$ cat src/rtl/approx_seq_mult.sv
// approx_seq_mult: sequential shift-and-add multiplier whose accumulator adder
// uses approximate full-adder cells in the low APPROX_COLS columns, unless the
// captured exact_mode is set.
// Optional error statistics (err_cnt / err_dist) are built when the macro
// APPROX_SEQ_MULT_ERR_STAT_EN is defined.
module approx_seq_mult #(
  parameter int W           = 8,
  parameter int APPROX_COLS = 8
) (
  input  logic           clk,
  input  logic           rst_n,
  input  logic           in_valid,
  output logic           in_ready,
  input  logic [W-1:0]   a,
  input  logic [W-1:0]   b,
  input  logic           exact_mode,
  output logic           out_valid,
  input  logic           out_ready,
  output logic [2*W-1:0] product
`ifdef APPROX_SEQ_MULT_ERR_STAT_EN
  ,
  output logic [15:0]    err_cnt,
  output logic [2*W-1:0] err_dist
`endif
);

  localparam int PW = 2 * W;
  localparam int CW = $clog2(W + 1);

  typedef enum logic [1:0] {IDLE, RUN, DONE} state_t;

  state_t          state_reg, state_next;
  logic [W-1:0]    a_reg, b_reg;
  logic            exact_reg;
  logic [PW-1:0]   acc_reg;
  logic [CW-1:0]   i_reg;
  logic [PW-1:0]   product_reg;

  // Step counter reaches W on the extra cycle that publishes the product;
  // this gives W accumulate steps plus one output cycle.
  logic            last_step;
  assign last_step = (i_reg == CW'(W));

  // Partial product for the current step: a shifted by i, gated by b[i].
  logic [W-1:0]    b_sh;
  logic [PW-1:0]   a_ext;
  logic [PW-1:0]   pp;
  assign b_sh  = b_reg >> i_reg;
  assign a_ext = {{W{1'b0}}, a_reg};
  assign pp    = b_sh[0] ? (a_ext << i_reg) : '0;

  // Ripple adder: X = accumulator, Y = partial product, Z = ripple carry.
  logic [PW-1:0]   sum;
  logic [PW-1:0]   carry;
  assign carry[0] = 1'b0;

  genvar gi;
  generate
    for (gi = 0; gi < PW; gi++) begin : g_col
      localparam bit APPROX_COL = (gi < APPROX_COLS);
      logic x, y, z, use_approx;
      assign x          = acc_reg[gi];
      assign y          = pp[gi];
      assign z          = carry[gi];
      assign use_approx = APPROX_COL && !exact_reg;
      assign sum[gi]    = use_approx ? (x | (y & ~z)) : (x ^ y ^ z);
      // Carry out of the top column is simply not built (discarded).
      if (gi < PW - 1) begin : g_cout
        assign carry[gi+1] = use_approx ? (~x & z)
                                        : ((x & y) | (x & z) | (y & z));
      end
    end
  endgenerate

  // State register.
  always_ff @(posedge clk) begin
    if (!rst_n) state_reg <= IDLE;
    else        state_reg <= state_next;
  end

  // Next-state logic.
  always_comb begin
    state_next = state_reg;
    case (state_reg)
      IDLE:    if (in_valid)  state_next = RUN;
      RUN:     if (last_step) state_next = DONE;
      DONE:    if (out_ready) state_next = IDLE;
      default: state_next = IDLE;
    endcase
  end

  // FSM outputs.
  always_comb begin
    in_ready  = (state_reg == IDLE);
    out_valid = (state_reg == DONE);
  end

  assign product = product_reg;

  // Datapath: operand capture, accumulation steps and product publication.
  always_ff @(posedge clk) begin
    if (!rst_n) begin
      a_reg       <= '0;
      b_reg       <= '0;
      exact_reg   <= 1'b0;
      acc_reg     <= '0;
      i_reg       <= '0;
      product_reg <= '0;
    end else begin
      case (state_reg)
        IDLE: begin
          if (in_valid) begin
            a_reg     <= a;
            b_reg     <= b;
            exact_reg <= exact_mode;
            acc_reg   <= '0;
            i_reg     <= '0;
          end
        end
        RUN: begin
          if (last_step) begin
            product_reg <= acc_reg;
          end else begin
            acc_reg <= sum;
            i_reg   <= i_reg + CW'(1);
          end
        end
        default: ;
      endcase
    end
  end

`ifdef APPROX_SEQ_MULT_ERR_STAT_EN
  // Exact reference from the captured operands; observes only.
  logic [PW-1:0] exact_ref;
  assign exact_ref = a_ext * {{W{1'b0}}, b_reg};

  // Error statistics, updated when the result is handed off.
  always_ff @(posedge clk) begin
    if (!rst_n) begin
      err_cnt  <= '0;
      err_dist <= '0;
    end else if (state_reg == DONE && out_ready) begin
      if (product_reg != exact_ref && err_cnt != 16'hFFFF)
        err_cnt <= err_cnt + 16'd1;
      err_dist <= (exact_ref >= product_reg) ? (exact_ref - product_reg)
                                             : (product_reg - exact_ref);
    end
  end
`endif

endmodule

$ cat config.mk
export PLATFORM = sky130hd
export DESIGN_NAME = approx_seq_mult
export DESIGN_NICKNAME = d
export VERILOG_FILES = /design/src/rtl/approx_seq_mult.sv
export SDC_FILE = /design/constraint.sdc
export NUM_CORES = 1
export LEC_CHECK = 0
export ABC_AREA = 1
export CAP_MARGIN = 40
export CORE_UTILIZATION = 43
export CTS_CLUSTER_SIZE = 30
export DETAILED_ROUTE_END_ITERATION = 6
export SYNTH_ARGS = -nofsm -noshare
export SYNTH_HDL_FRONTEND = slang
export SYNTH_SLANG_ARGS = --single-unit
$ cat constraint.sdc
create_clock -name clk -period 8.9 [get_ports clk]
set_input_delay 1.78 -clock clk [delete_from_list [all_inputs] [get_ports clk]]
set_output_delay 1.78 -clock clk [all_outputs]
set_load 0.02 [all_outputs]
**Yosys cells after proc, flatten, opt, wreduce, memory -nomap -nowiden**

Index checks and enable logic that the tools add are counted.

- Output and inout bits: 18
- Logic and storage cells: 188
- Flip-flop bits (word level): 55
- Input port bits: 21

- Equal/unequal tests: 7
- Shift-type cells: 2
- Reductions and logical operators: 6
- Muxes and demuxes: 27
- Bitwise gates (word level): 138
- Add/sub/neg operators: 1

Operator list:

| operator | count |
|---|---|
| $and 1x1->1 | 57 |
| $mux 16 | 3 |
| $or 1x1->1 | 36 |
| $pmux 16 s2 | 1 |
| $xor 1x1->1 | 31 |
| $mux 1 | 16 |
| $shl 8x4->16 | 1 |
| $not 1->1 | 14 |
| $mux 4 | 2 |
| $pmux 4 s2 | 1 |
| $shr 8x4->1 | 1 |
| $mux 2 | 3 |
| $ne 2x2->1 const B | 3 |
| $pmux 2 s3 | 1 |
| $reduce_and 3->1 | 2 |
| $add 4x1->4 const B | 1 |
| $eq 4x4->1 const B | 1 |
| $reduce_and 2->1 | 2 |
| $eq 2x1->1 const B | 1 |
| $eq 2x2->1 const B | 1 |
| $logic_not 2->1 | 1 |
| $ne 2x1->1 const B | 1 |
| $reduce_bool 2->1 | 1 |

**Logic depth before layout (Yosys ltp)**

- Word-level depth: 56
- Mapped depth: 43
- Mapped depth without buffers: 41

**Worst setup path before layout**

Ideal clock, no wire load.

- Path type: reg2reg
- Start point: register i_reg[0]
- End point: register acc_reg[14]
- Clock period less this slack: 6506 ps
- Path buffers: 3
- Setup time: 65 ps
- Slack: 2394 ps
- Cell stages (with the launch flop): 44
- Required time: 8835 ps
- Arrival time: 6441 ps
- Cells stage by stage: dfxtp_1 buf_6 inv_4 buf_6 nand2_1 nand3_1 nand3_1 nand2_2 buf_6 nand3_1 inv_1 ha_1 nand2_1 inv_1 fa_1 nand2_1 inv_1 fa_1 [... 8 more ...] fa_1 nand2_1 inv_1 fa_1 nand2_1 inv_1 fa_1 nand2_1 fa_1 fa_1 fa_1 fa_1 fa_1 fa_1 fa_1 o22ai_1 inv_1 nor2_1

- Cells in the longest elaborated chain, start to end: 53
- Elaborated cells on any way between the ends: 91
- Those cells by class: 2 x eq/ne; 2 x shift; 11 x mux; 75 x bitwise; 1 x reduce/logical

RTL lines:

| element | line | source |
|---|---|---|
| start, declared | 36 | `logic [CW-1:0] i_reg;` |
| start signal, assigned | 125 | `i_reg <= i_reg + CW'(1);` |
| $shl 8x4->16 / $shr 8x4->1 (equally long branches) | 50, 48 |  |
| $mux 16 | 50 | `assign pp = b_sh[0] ? (a_ext << i_reg) : '0;` |
| $and 1x1->1 | 70 | `: ((x & y) \| (x & z) \| (y & z));` |
| $mux 1 | 69 | `assign carry[gi+1] = use_approx ? (~x & z)` |
| $and 1x1->1 | 70 |  |
| $or 1x1->1 (2 in series) | 70 |  |
| $mux 1 | 69 |  |
| $and 1x1->1 | 70 |  |
| [... 33 more ...] | - |  |
| $or 1x1->1 (2 in series) | 70 |  |
| $and 1x1->1 | 70 |  |
| $or 1x1->1 (2 in series) | 70 |  |
| $and 1x1->1 | 70 |  |
| $or 1x1->1 (2 in series) | 70 |  |
| $xor 1x1->1 | 66 | `assign sum[gi] = use_approx ? (x \| (y & ~z)) : (x ^ y ^ z);` |
| $mux 16 | 121 | `if (last_step) begin` |
| $pmux 16 s2 | 110 | `case (state_reg)` |
| end signal, assigned | 124 | `acc_reg <= sum;` |
| end, declared | 35 | `logic [PW-1:0] acc_reg;` |

Several ways; a longest one is shown, not always the timed one. The select of a mux whose other input is x is not followed.
A chain may end at the register's enable or synchronous reset.

**Worst setup path after layout**

- Start point: register i_reg[1]
- End point: register acc_reg[14]

The elaborated chain is that of the path after synthesis.

==> impl_metrics.ini <==
[placement]
portBuffers = 38
dp_hpwl_mm = 4.980
place_worst_setup_slack_ns = 1.515
gp_congestion = 0.8135

[floorplanning]
initial_core_util_pct = 45.45
die_w_um = 87.45
dieHeight_um = 87.45
num_rows = 30
coreArea_um2 = 6907
num_io_pins = 39
die-area_um2 = 7647

[sta]
worst_slew_pin_slew_ns = 0.6264
setup_viol = 0
hold_viol = 0
min_period_ns = 7.383
finalClockSkew_ns = 0.009532
fin_crit_sh_pct = 82.95
fmax_mhz = 135.4
tns_ns = 0
rsz0062_at_grt = no
setup_slack_ns = 1.517
relSlewSlack_pct = 58.18
slew_violations = 0

[synth]
yosysTopAreaCell = dfxtp_1
yosysSeqAreaShare_pct = 35.07
syn_area_um2 = 3139
synth_top_area_share_pct = 35.07
yosys_register_bits = 55
ys_types = 37
synthTopCellsByArea = dfxtp_1 35%, nand2_1 11%, fa_1 8.9%
async_flop_share_pct = 0
synth_ff_type = dfxtp_1
syn-num-nets = 464
ys_warn_count = 0
synth_area_per_cell_um2 = 7.386
synthTopCellsByCount = 93 x nand2_1, 62 x nor2_1, 55 x dfxtp_1
syn-instance-count = 425
synth-edff-count = 0
yosys.cell_count.top_type = nand2_1

[hold_path]
hp-class = flop to flop

[layout]
area_growth_pct = 15.30
layout-drive-gt1-share_pct = 9.111
multi_input_area_um2 = 1679
regArea_um2 = 1101
diodes = 0
final_util_pct = 52.41
nNetsFinal = 488
n_fill_cell = 738

[clock_network]
clockBufferDepth = 2
cts_made_buffers = 5
clk_pin_slew_ns = 0.10
cts_hold_buf = 0
root_buffer = clkbuf_8
cts_sinks = 55
postCtsSetupBuffers = 0
clk_latency_ns = 0.32
h-tree-depth = 2
cts_tree = yes
cts_resized = 0

[power]
ir_worst_vdd_v = 0.00005528
p_per_area_nw_per_um2 = 142.8
p_leak_nw = 1.554

[drt]
vias = 2659
drt-total-wl_mm = 6.680
wl_met3_um = 140
drtPass1Iterations = 4
top_layer_used = met4
viasPerCell = 4.870
drc = 0
wl_met1_mm = 3.188
wl_met2_mm = 3.288
wire_per_inst_um = 12.23
drtAntennaViolNets = 0
drt_iter0_drc = 135

[global_route]
track_usage_pct = 19.57
grt_max_degree = 44
grt_pass1_vias = 2516
antenna_found_initial = 0
grt_pass1_wl_mm = 11.63
grt_remaining_overflow = 0

[setup_path]
crit_path_end_kind = flop
cpMostUsedCell = fa_1
critPathSlowestCell = dfxtp_1
criticalPathCategory = flop to flop
rrSetupSlack_ns = 1.52
cp.arrival_ns = 7.63
cp_max_fo = 17
slowest_delay_ns = 0.68
worstSetupStartpointType = flop
required_ns = 9.15

[run]
maxCapViolations = 0

[status]
outcome = finished, final reports clean
[critical path, delay by kind of cell, from the launching register on]
| family | cells | cell delay (ns) |
|---|---|---|
| and+or+nand+nor | 14 | 1.28 |
| AOI/OAI and AO/OA | 1 | 0.17 |
| buffers and inverters | 10 | 0.85 |
| adders and majority gates | 15 | 4.36 |
| DFF | 1 | 0.68 |
[cell type report]
type                            instances  share of cell area (%)
Multi-Input combinational cell        301                   46.39
Sequential cell                        55                   30.42
Timing Repair Buffer                   40                   11.13
Inverter                               46                   5.392
Tap cell                               96                   3.318
Clock buffer                            6                   2.281
Clock inverter                          2                   1.072
[per-layer routing]
metal / GRT usage [%] / vias up
met2: 33.88 / 25
li1: - / 1392
met1: 25.06 / 1236
met4: 4.173 / 0
met3: 4.076 / 6
met5: 0 / -
[metrics by stage]
stage,area (µm²),hold WS (ns),power [W],cells
floorplan,3139,0.4294,0.0003295,425
global placement,3483,0.4458,0.0003460,537
detailed placement,3498,0.4493,0.0003472,538
CTS,3620,0.4659,0.0005241,546
global route,3620,0.4952,0.0005468,546
finish,3620,0.4616,0.0005170,546
[where the power goes]
part           leakage [nW]  switching (W)  internal, W
Combinational          1.04      0.0000466    0.0000288
Sequential            0.448      0.0000104     0.000255
Clock                0.0618      0.0000837    0.0000926
Total                  1.55       0.000141     0.000376
[logic make-up after synthesis]
kind of cell | Yosys count | share of synthesized area (%)
simple gates | 203 | 28.26
compound gates | 79 | 14.43
buf+inv | 69 | 11.44
flops | 55 | 35.07
fa+ha+maj | 18 | 10.52
xor+xnor | 1 | 0.2790
[layout by cell type (no fill, tap or decap), types with 14 or more instances in the layout]
master,count
fa_1,14
nand2_1,93
nand3_1,31
clkdlybuf4s50_1,38
inv_1,40
dfxtp_1,55
a21oi_1,24
o21ai_0,29
nor2_1,62
[final timing paths]
kind / from / end / depth (start not counted)
hold reg to reg: b_reg[6] / b_reg[6] / 2
hold / removal: b_reg[6] / b_reg[6] / 2
setup / recovery: i_reg[1] / acc_reg[14] / 40
setup reg to reg: i_reg[1] / acc_reg[14] / 40
(Power assumes the default switching activity.)
